[config.mk]
export PLATFORM = sky130hd
export DESIGN_NAME = coin_acceptor
export DESIGN_NICKNAME = d
export VERILOG_FILES = /design/src/rtl/coin_acceptor.sv
export SDC_FILE = /design/constraint.sdc
export NUM_CORES = 1
export LEC_CHECK = 0
export CORE_ASPECT_RATIO = 1.75
export CORE_MARGIN = 2
export CORE_UTILIZATION = 50
export DETAILED_ROUTE_END_ITERATION = 10
export PLACE_DENSITY = 0.81
export SYNTH_ARGS = -nofsm -noshare
export SYNTH_HDL_FRONTEND = slang
export SYNTH_SLANG_ARGS = --single-unit
export TNS_END_PERCENT = 30
[constraint.sdc]
create_clock -name clk -period 4.35 [get_ports clk]
set_clock_uncertainty 0.05 [all_clocks]
set_input_delay 1.0875 -clock clk [delete_from_list [all_inputs] [get_ports clk]]
set_output_delay 1.0875 -clock clk [all_outputs]
set_load 0.01 [all_outputs]
[src/rtl/coin_acceptor.sv]
// Coin-slot front end: synchronizes the three coin sensors, debounces single coins into
// credit pulses, rejects coins that are overlapped or not wanted, and latches a jam when a sensor sticks.
module coin_acceptor #(
    parameter int unsigned DEBOUNCE_CYCLES = 4,
    parameter int unsigned LOCKOUT_CYCLES  = 8,
    parameter int unsigned JAM_CYCLES      = 64
) (
    input  logic       clk,
    input  logic       reset,
    input  logic       nickel_raw_i,
    input  logic       dime_raw_i,
    input  logic       quarter_raw_i,
    input  logic       enable_i,
    output logic       N_o,
    output logic       D_o,
    output logic       Q_o,
    output logic       reject_o,
    output logic       jam_o,
    output logic [7:0] coin_count_o
);

    // state        | meaning
    // IDLE         | waiting for a sensor to go high
    // DEBOUNCE     | one coin type captured, counting stable cycles
    // WAIT_RELEASE | credit/reject issued, waiting for all sensors low
    // LOCKOUT      | sensors ignored for LOCKOUT_CYCLES cycles
    // JAM          | sensor stuck; left only by reset
    typedef enum logic [2:0] {IDLE, DEBOUNCE, WAIT_RELEASE, LOCKOUT, JAM} state_t;

    localparam logic [15:0] DEB_TC  = 16'(DEBOUNCE_CYCLES);
    localparam logic [15:0] LOCK_TC = 16'(LOCKOUT_CYCLES);
    localparam logic [15:0] JAM_TC  = 16'(JAM_CYCLES);

    state_t      state_q, state_d;
    logic [2:0]  sync1_q, sync2_q;   // {quarter, dime, nickel}
    logic [2:0]  coin_q, coin_d;
    logic [15:0] cnt_q, cnt_d;
    logic [15:0] cnt_inc;
    logic [2:0]  credit_q, credit_d;
    logic        reject_q, reject_d;
    logic        jam_q;
    logic [7:0]  count_q, count_d;
    logic        one_hot, any_hi, accept;

    assign cnt_inc = cnt_q + 16'd1;
    assign any_hi  = |sync2_q;
    assign one_hot = (sync2_q == 3'b001) || (sync2_q == 3'b010) || (sync2_q == 3'b100);

    always_comb begin
        state_d  = state_q;
        coin_d   = coin_q;
        cnt_d    = cnt_q;
        credit_d = 3'b000;
        reject_d = 1'b0;
        count_d  = count_q;
        accept   = 1'b0;
        case (state_q)
            IDLE: begin
                if (one_hot) begin
                    coin_d = sync2_q;
                    cnt_d  = 16'd1;
                    if (DEB_TC == 16'd1) accept = 1'b1;
                    else                 state_d = DEBOUNCE;
                end else if (any_hi) begin
                    reject_d = 1'b1;
                    cnt_d    = 16'd0;
                    state_d  = WAIT_RELEASE;
                end
            end
            DEBOUNCE: begin
                // a foreign line rising wins over the captured line dropping
                if ((sync2_q & ~coin_q) != 3'b000) begin
                    reject_d = 1'b1;
                    cnt_d    = 16'd0;
                    state_d  = WAIT_RELEASE;
                end else if (sync2_q == coin_q) begin
                    if (cnt_inc == DEB_TC) accept = 1'b1;
                    else                   cnt_d = cnt_inc;
                end else begin
                    state_d = IDLE;
                end
            end
            WAIT_RELEASE: begin
                if (any_hi) begin
                    if (cnt_inc == JAM_TC) state_d = JAM;
                    else                   cnt_d = cnt_inc;
                end else begin
                    cnt_d   = 16'd0;
                    state_d = LOCKOUT;
                end
            end
            LOCKOUT: begin
                if (cnt_inc == LOCK_TC) begin
                    cnt_d   = 16'd0;
                    state_d = IDLE;
                end else begin
                    cnt_d = cnt_inc;
                end
            end
            JAM: ;
            default: state_d = IDLE;
        endcase

        // enable is only looked at here, in the acceptance cycle
        if (accept) begin
            state_d = WAIT_RELEASE;
            cnt_d   = 16'd0;
            if (enable_i) begin
                credit_d = coin_d;
                count_d  = count_q + 8'd1;
            end else begin
                reject_d = 1'b1;
            end
        end
    end

    always_ff @(posedge clk) begin
        if (!reset) begin
            state_q  <= IDLE;
            sync1_q  <= 3'b000;
            sync2_q  <= 3'b000;
            coin_q   <= 3'b000;
            cnt_q    <= 16'd0;
            credit_q <= 3'b000;
            reject_q <= 1'b0;
            jam_q    <= 1'b0;
            count_q  <= 8'd0;
        end else begin
            state_q  <= state_d;
            sync1_q  <= {quarter_raw_i, dime_raw_i, nickel_raw_i};
            sync2_q  <= sync1_q;
            coin_q   <= coin_d;
            cnt_q    <= cnt_d;
            credit_q <= credit_d;
            reject_q <= reject_d;
            jam_q    <= (state_d == JAM);
            count_q  <= count_d;
        end
    end

    assign N_o          = credit_q[0];
    assign D_o          = credit_q[1];
    assign Q_o          = credit_q[2];
    assign reject_o     = reject_q;
    assign jam_o        = jam_q;
    assign coin_count_o = count_q;

endmodule

[Yosys cells after proc, flatten, opt, wreduce, memory -nomap -nowiden]
Index checks and enable logic that the tools add are counted.
Storage, ports and cells
  bits in registers: 41
  input port bits: 6
  output and inout bits: 13
  logic and storage cells: 70
Operators by class
  add/subtract/negate cells: 2
  eq/ne operators: 16
  muxes and demuxes: 30
  bitwise gates (word level): 3
  reduce and logical (&&, ||, !) cells: 10
Operators by type and width (number)
  $mux W16: 8
  $pmux W16 S4: 1
  $mux W3: 10
  $add A16 B1 Y16 const B: 1
  $eq A16 B3 Y1 const B: 1
  $eq A16 B4 Y1 const B: 1
  $eq A16 B7 Y1 const B: 1
  $pmux W3 S5: 1
  $ne A3 B3 Y1 const B: 4
  $eq A3 B2 Y1 const B: 3
  $eq A3 B3 Y1 const B: 3
  $mux W1: 9
  $add A8 B1 Y8 const B: 1
  $eq A3 B1 Y1 const B: 2
  $reduce_and A5 Y1: 1
  $reduce_bool A4 Y1: 1
  $and A3 B3 Y3: 1
  $eq A3 B3 Y1: 1
  $logic_not A3 Y1: 1
  $not A3 Y3: 1
  $reduce_and A3 Y1: 1
  $reduce_bool A3 Y1: 1
  $reduce_or A3 Y1: 1
  $logic_or A1 B1 Y1: 2
  other kinds (4): 4

[Longest topological paths before layout]
  depth in word-level cells: 8
  gate-level depth with buffers: 12
  gate-level depth less buffers: 10

[Worst setup path after synthesis]
OpenSTA, ideal clock, no wires.
  path type: register -> register
  from: reg cnt_q[0]
  to: reg cnt_q[2]
  library setup time: 0.122 ns
  data arrival time: 2.570 ns
  data required time: 4.178 ns
  setup slack: 1.608 ns
  stages on the path, launching flop included: 10
  buffers on the path: 2
  period minus slack after synthesis: 2.742 ns
  cell sequence: dfxtp_1 > ha_1 > and3_4 > buf_6 > or4_1 > a211o_1 > buf_6 > o31ai_4 > nor3_4 > a221o_1
On the way
  longest elaborated chain between the ends: 7
  elaborated cells on any way between the ends: 19
  those cells by class: 1 x add/sub; 5 x eq/ne; 11 x mux; 2 x reduce/logical
Ends and longest elaborated chain
  from (decl): line 37  | logic [15:0] cnt_q, cnt_d;
  from (signal assigned): line 133  | cnt_q <= cnt_d;
  $add A16 B1 Y16 (*): line 45  | assign cnt_inc = cnt_q + 16'd1;
  $eq A16 B3 Y1: line 77  | if (cnt_inc == DEB_TC) accept = 1'b1;
  $mux W1: line 77
  $mux W1: line 76  | end else if (sync2_q == coin_q) begin
  $mux W1: line 72  | if ((sync2_q & ~coin_q) != 3'b000) begin
  $mux W1: line 57  | case (state_q)
  $reduce_or A2 Y1 (no source line)
Mark *: on every way between the ends. The rest lies on a longest branch, timed or not. The select of a mux whose other input is x is not followed.
A chain may end at the register's enable or synchronous reset.

[Worst setup path after layout]
  from: reg sync2_q[1]
  to: reg cnt_q[8]
On the way
  longest elaborated chain between the ends: 5
  elaborated cells on any way between the ends: 22
  those cells by class: 8 x eq/ne; 7 x mux; 1 x bitwise; 6 x reduce/logical
Ends and longest elaborated chain
  from (decl): line 35  | logic [2:0] sync1_q, sync2_q;
  from (signal assigned): line 131  | sync2_q <= sync1_q;
  $eq A3 B1 Y1, or another cell as far along: line 47  | assign one_hot = (sync2_q == 3'b001) || (sync2_q == 3'b010) || (sync2_q == 3'b100);
  $logic_or A1 B1 Y1, or another cell as far along: line 47
  $logic_or A1 B1 Y1 or $mux W1 (tied branches): line 47, 72
  $ne A3 B3 Y1 (no source line), or another cell as far along
  $reduce_and A5 Y1 (no source line), or another cell as far along
Parallel ways exist; a longest one is shown, timed or not.

==> results.sh <==
export IMPL_status="finished, final reports clean"
export IMPL_drc=0
export IMPL_antenna_found_initial=0
export IMPL_portBuffers=18
export IMPL_clockPowerShare_pct=35.3
export IMPL_area_growth_pct=9.65
export IMPL_num_io_pins=19
export IMPL_setup_viol_count_final=0
export IMPL_seq_area_um2=821
export IMPL_synth_nets=287
export IMPL_worstSetupPathType="register to register"
export IMPL_tightest_slew_ns=0.821
export IMPL_fp_dieW_um=56.9
export IMPL_ys_types=62
export IMPL_cts_resized=0
export IMPL_hold_path_class="register to register"
export IMPL_rsz0062_at_grt="no"
export IMPL_multiInputGateArea_um2=1480
export IMPL_yosys_top_cells_count="dfxtp_1 (41), nand2_1 (24), nor2_1 (18)"
export IMPL_cts_root_buf="clkbuf_8"
export IMPL_grt_pass1_wl_um=9510
export IMPL_hold_start="sync1_q[0]$_SDFF_PN0_"
export IMPL_cts_buffers=5
export IMPL_rrSetupSlack_ns=1.16
export IMPL_core_um2=4710
export IMPL_yosys_warnings=0
export IMPL_cts_setup_buffers=0
export IMPL_period_needed_ns=3.19
export IMPL_drtPass1Iterations=5
export IMPL_cp_start_kind="register"
export IMPL_placed_cells=328
export IMPL_clk_latency_ns=0.30
export IMPL_cts_hold_buffers_added=0
export IMPL_cp_arrival_ns=3.34
export IMPL_place_area_um2=2570
export IMPL_synth_largest_area_cell="dfxtp_1"
export IMPL_total_power_w=0.000896
export IMPL_swShare_pct=30.8
export IMPL_clk_pin_slew_ns=0.08
export IMPL_initial_core_util_pct=52.0
export IMPL_slew_violations=0
export IMPL_synth_top_cell_area_share_pct=33.5
export IMPL_seqPwrFrac_pct=45.9
export IMPL_hpwl_um=3880
export IMPL_r2r_end="cnt_q[8]$_SDFFE_PP0P_"
export IMPL_cts_tree="done"
export IMPL_num_fill_cells=427
export IMPL_final_hold_viol_count=0
export IMPL_grt_ovfl_total=0
export IMPL_reg2regPathDepth=8
export IMPL_num_rows=33
export IMPL_synth_area_um2=2450
export IMPL_syn_avg_cell_area_um2=8.88
export IMPL_netSwitchingPower_w=0.000276
export IMPL_layout_nets=294
export IMPL_h_tree_depth=2
export IMPL_avgRoutedWirePerCell_um=16.2
export IMPL_setup_tns_ns=0
export IMPL_cp_max_fo=19
export IMPL_via_count=2112
export IMPL_slew_headroom_pct=44.8
export IMPL_ctsLongestPathBuffers=2
export IMPL_irDropWorstVdd_mv=0.363
export IMPL_final_layout_size_suffix_gt1_share_pct=9.86
export IMPL_n_antenna_cell=0
export IMPL_synth_most_common_cell="dfxtp_1"
export IMPL_fin_area_um2=2690
export IMPL_synth_seq_cells=41
export IMPL_leakage_nw=1.02
export IMPL_hold_path_depth=1
export IMPL_postSynthCellCount=276
export IMPL_hold_end="sync2_q[0]$_SDFF_PN0_"
export IMPL_post_route_period_util_pct=73.4
export IMPL_reg2reg_from="sync2_q[1]$_SDFF_PN0_"
export IMPL_numClockSinks=41
export IMPL_p_int_w=0.000620
export IMPL_first_iter_violations=92
export IMPL_die_area_um2=5500
export IMPL_ys_top_cells_by_area="dfxtp_1 (34%), a221o_1 (3.7%), nand2_1 (3.7%)"
export IMPL_grt_pass1_vias=2071
export IMPL_synth_edf_count=0
export IMPL_max_freq_mhz=313
export IMPL_endpoint_kind="register"
export IMPL_p_per_area_nw_per_um2=334
export IMPL_grt_max_degree=22
export IMPL_drtAntennaViolNets=0
export IMPL_synth_seq_area_share_pct=33.5
export IMPL_p_comb_share_pct=18.8
export IMPL_track_usage_pct=21.5
export IMPL_place_gp_congestion=0.938
export IMPL_vias_per_cell=6.29
export IMPL_required_ns=4.50
export IMPL_async_flop_share_pct=0
export IMPL_final_cell_count_no_fill=336
export IMPL_cap_violations=0
export IMPL_drt_total_wl_um=5450
export IMPL_synth_main_ff_cell="dfxtp_1"
export IMPL_fp_dieH_um=96.6
## through the flow
| step | util, % | hold WS [ns] | setup WS [ns] |
|---|---|---|---|
| finish | 57.1 | 0.387 | 1.16 |
| CTS | 57.1 | 0.392 | 1.18 |
| floorplan | - | 0.362 | 1.61 |
| detailed placement | 54.6 | 0.371 | 1.22 |
| global placement | 54.6 | 0.369 | 1.25 |
| global route | 57.1 | 0.412 | 0.855 |
## critical path, cell delays in order (launching register included)
cell	delay (ns)
dfxtp_1	0.38
ha_1	0.25
nor4b_2	0.44
nand4_1	0.19
or2_1	0.29
a2111o_1	0.37
o21ai_4	0.49
nor2_2	0.21
a221o_1	0.39
## layer usage
layer | track usage [%] | share of wire, % | up-vias
met5 | 0 | 0 | -
met4 | 13.8 | 5.0 | 0
met3 | 3.48 | 5.2 | 23
met2 | 37.0 | 52 | 85
met1 | 23.5 | 38 | 981
li1 | - | - | 1023
## worst max path at each step
| stage | cells after the start | end | slack (ns) | from |
|---|---|---|---|---|
| 2_1_floorplan | 9 | cnt_q[2]$_SDFFE_PP0P_ | 1.61 | cnt_q[0]$_SDFFE_PP0P_ |
| 3_3_place_gp | 9 | cnt_q[15]$_SDFFE_PP0P_ | 1.25 | cnt_q[0]$_SDFFE_PP0P_ |
| 3_5_place_dp | 8 | cnt_q[8]$_SDFFE_PP0P_ | 1.22 | sync2_q[1]$_SDFF_PN0_ |
| 4_1_cts | 9 | cnt_q[9]$_SDFFE_PP0P_ | 1.18 | cnt_q[0]$_SDFFE_PP0P_ |
| 5_1_grt | 9 | cnt_q[15]$_SDFFE_PP0P_ | 0.86 | cnt_q[0]$_SDFFE_PP0P_ |
| 6_report | 8 | cnt_q[8]$_SDFFE_PP0P_ | 1.16 | sync2_q[1]$_SDFF_PN0_ |
## cells in the final DEF (no fill, tap or decap), types with 8 or more instances in the layout
cell type and instances:
a221o_1 9, and2_1 13, clkdlybuf4s50_1 18, dfxtp_1 41
nand2_1 24, nand3_1 13, nand4_1 8, nor2_1 18
nor2b_1 10, nor3_1 15, xnor2_1 8
## power by group through the flow
stage | Combinational [W] | Sequential [W] | Clock (W)
6_report | 0.000168 | 0.000411 | 0.000317
5_1_grt | 0.000187 | 0.000414 | 0.000333
4_1_cts | 0.000166 | 0.000411 | 0.000321
3_5_place_dp | 0.000163 | 0.000420 | 0
3_3_place_gp | 0.000160 | 0.000419 | 0
2_1_floorplan | 0.000133 | 0.000412 | 0
## flip-flops by register name, indices dropped and copies added (netlist names)
signal        flops
cnt_q            16
coin_count_o      8
coin_q            3
credit_q          3
jam_o             1
reject_o          1
state_q           3
sync1_q           3
sync2_q           3
## cells by family (layout without fill, tap and decap cells)
kind of cell / Yosys count / in the layout / synth area share, %
muxes: 1 / 1 / 0.409
adders and majority gates: 6 / 6 / 2.96
buffers and inverters: 24 / 32 / 5.98
xor gates and xnor gates: 14 / 14 / 5.01
AOI/OAI and AO/OA: 50 / 50 / 16.8
DFF: 41 / 41 / 33.5
and+or+nand+nor: 140 / 140 / 35.3
## final cells by class
class / count / area share, %
multi-input cells: 211 / 55.2
flip-flops and latches: 41 / 30.6
repair buffers: 18 / 6.71
clock buffers: 5 / 2.56
well taps: 52 / 2.42
clock inverters: 3 / 1.72
inverters: 6 / 0.838
Power figures use the tool's default switching activity.
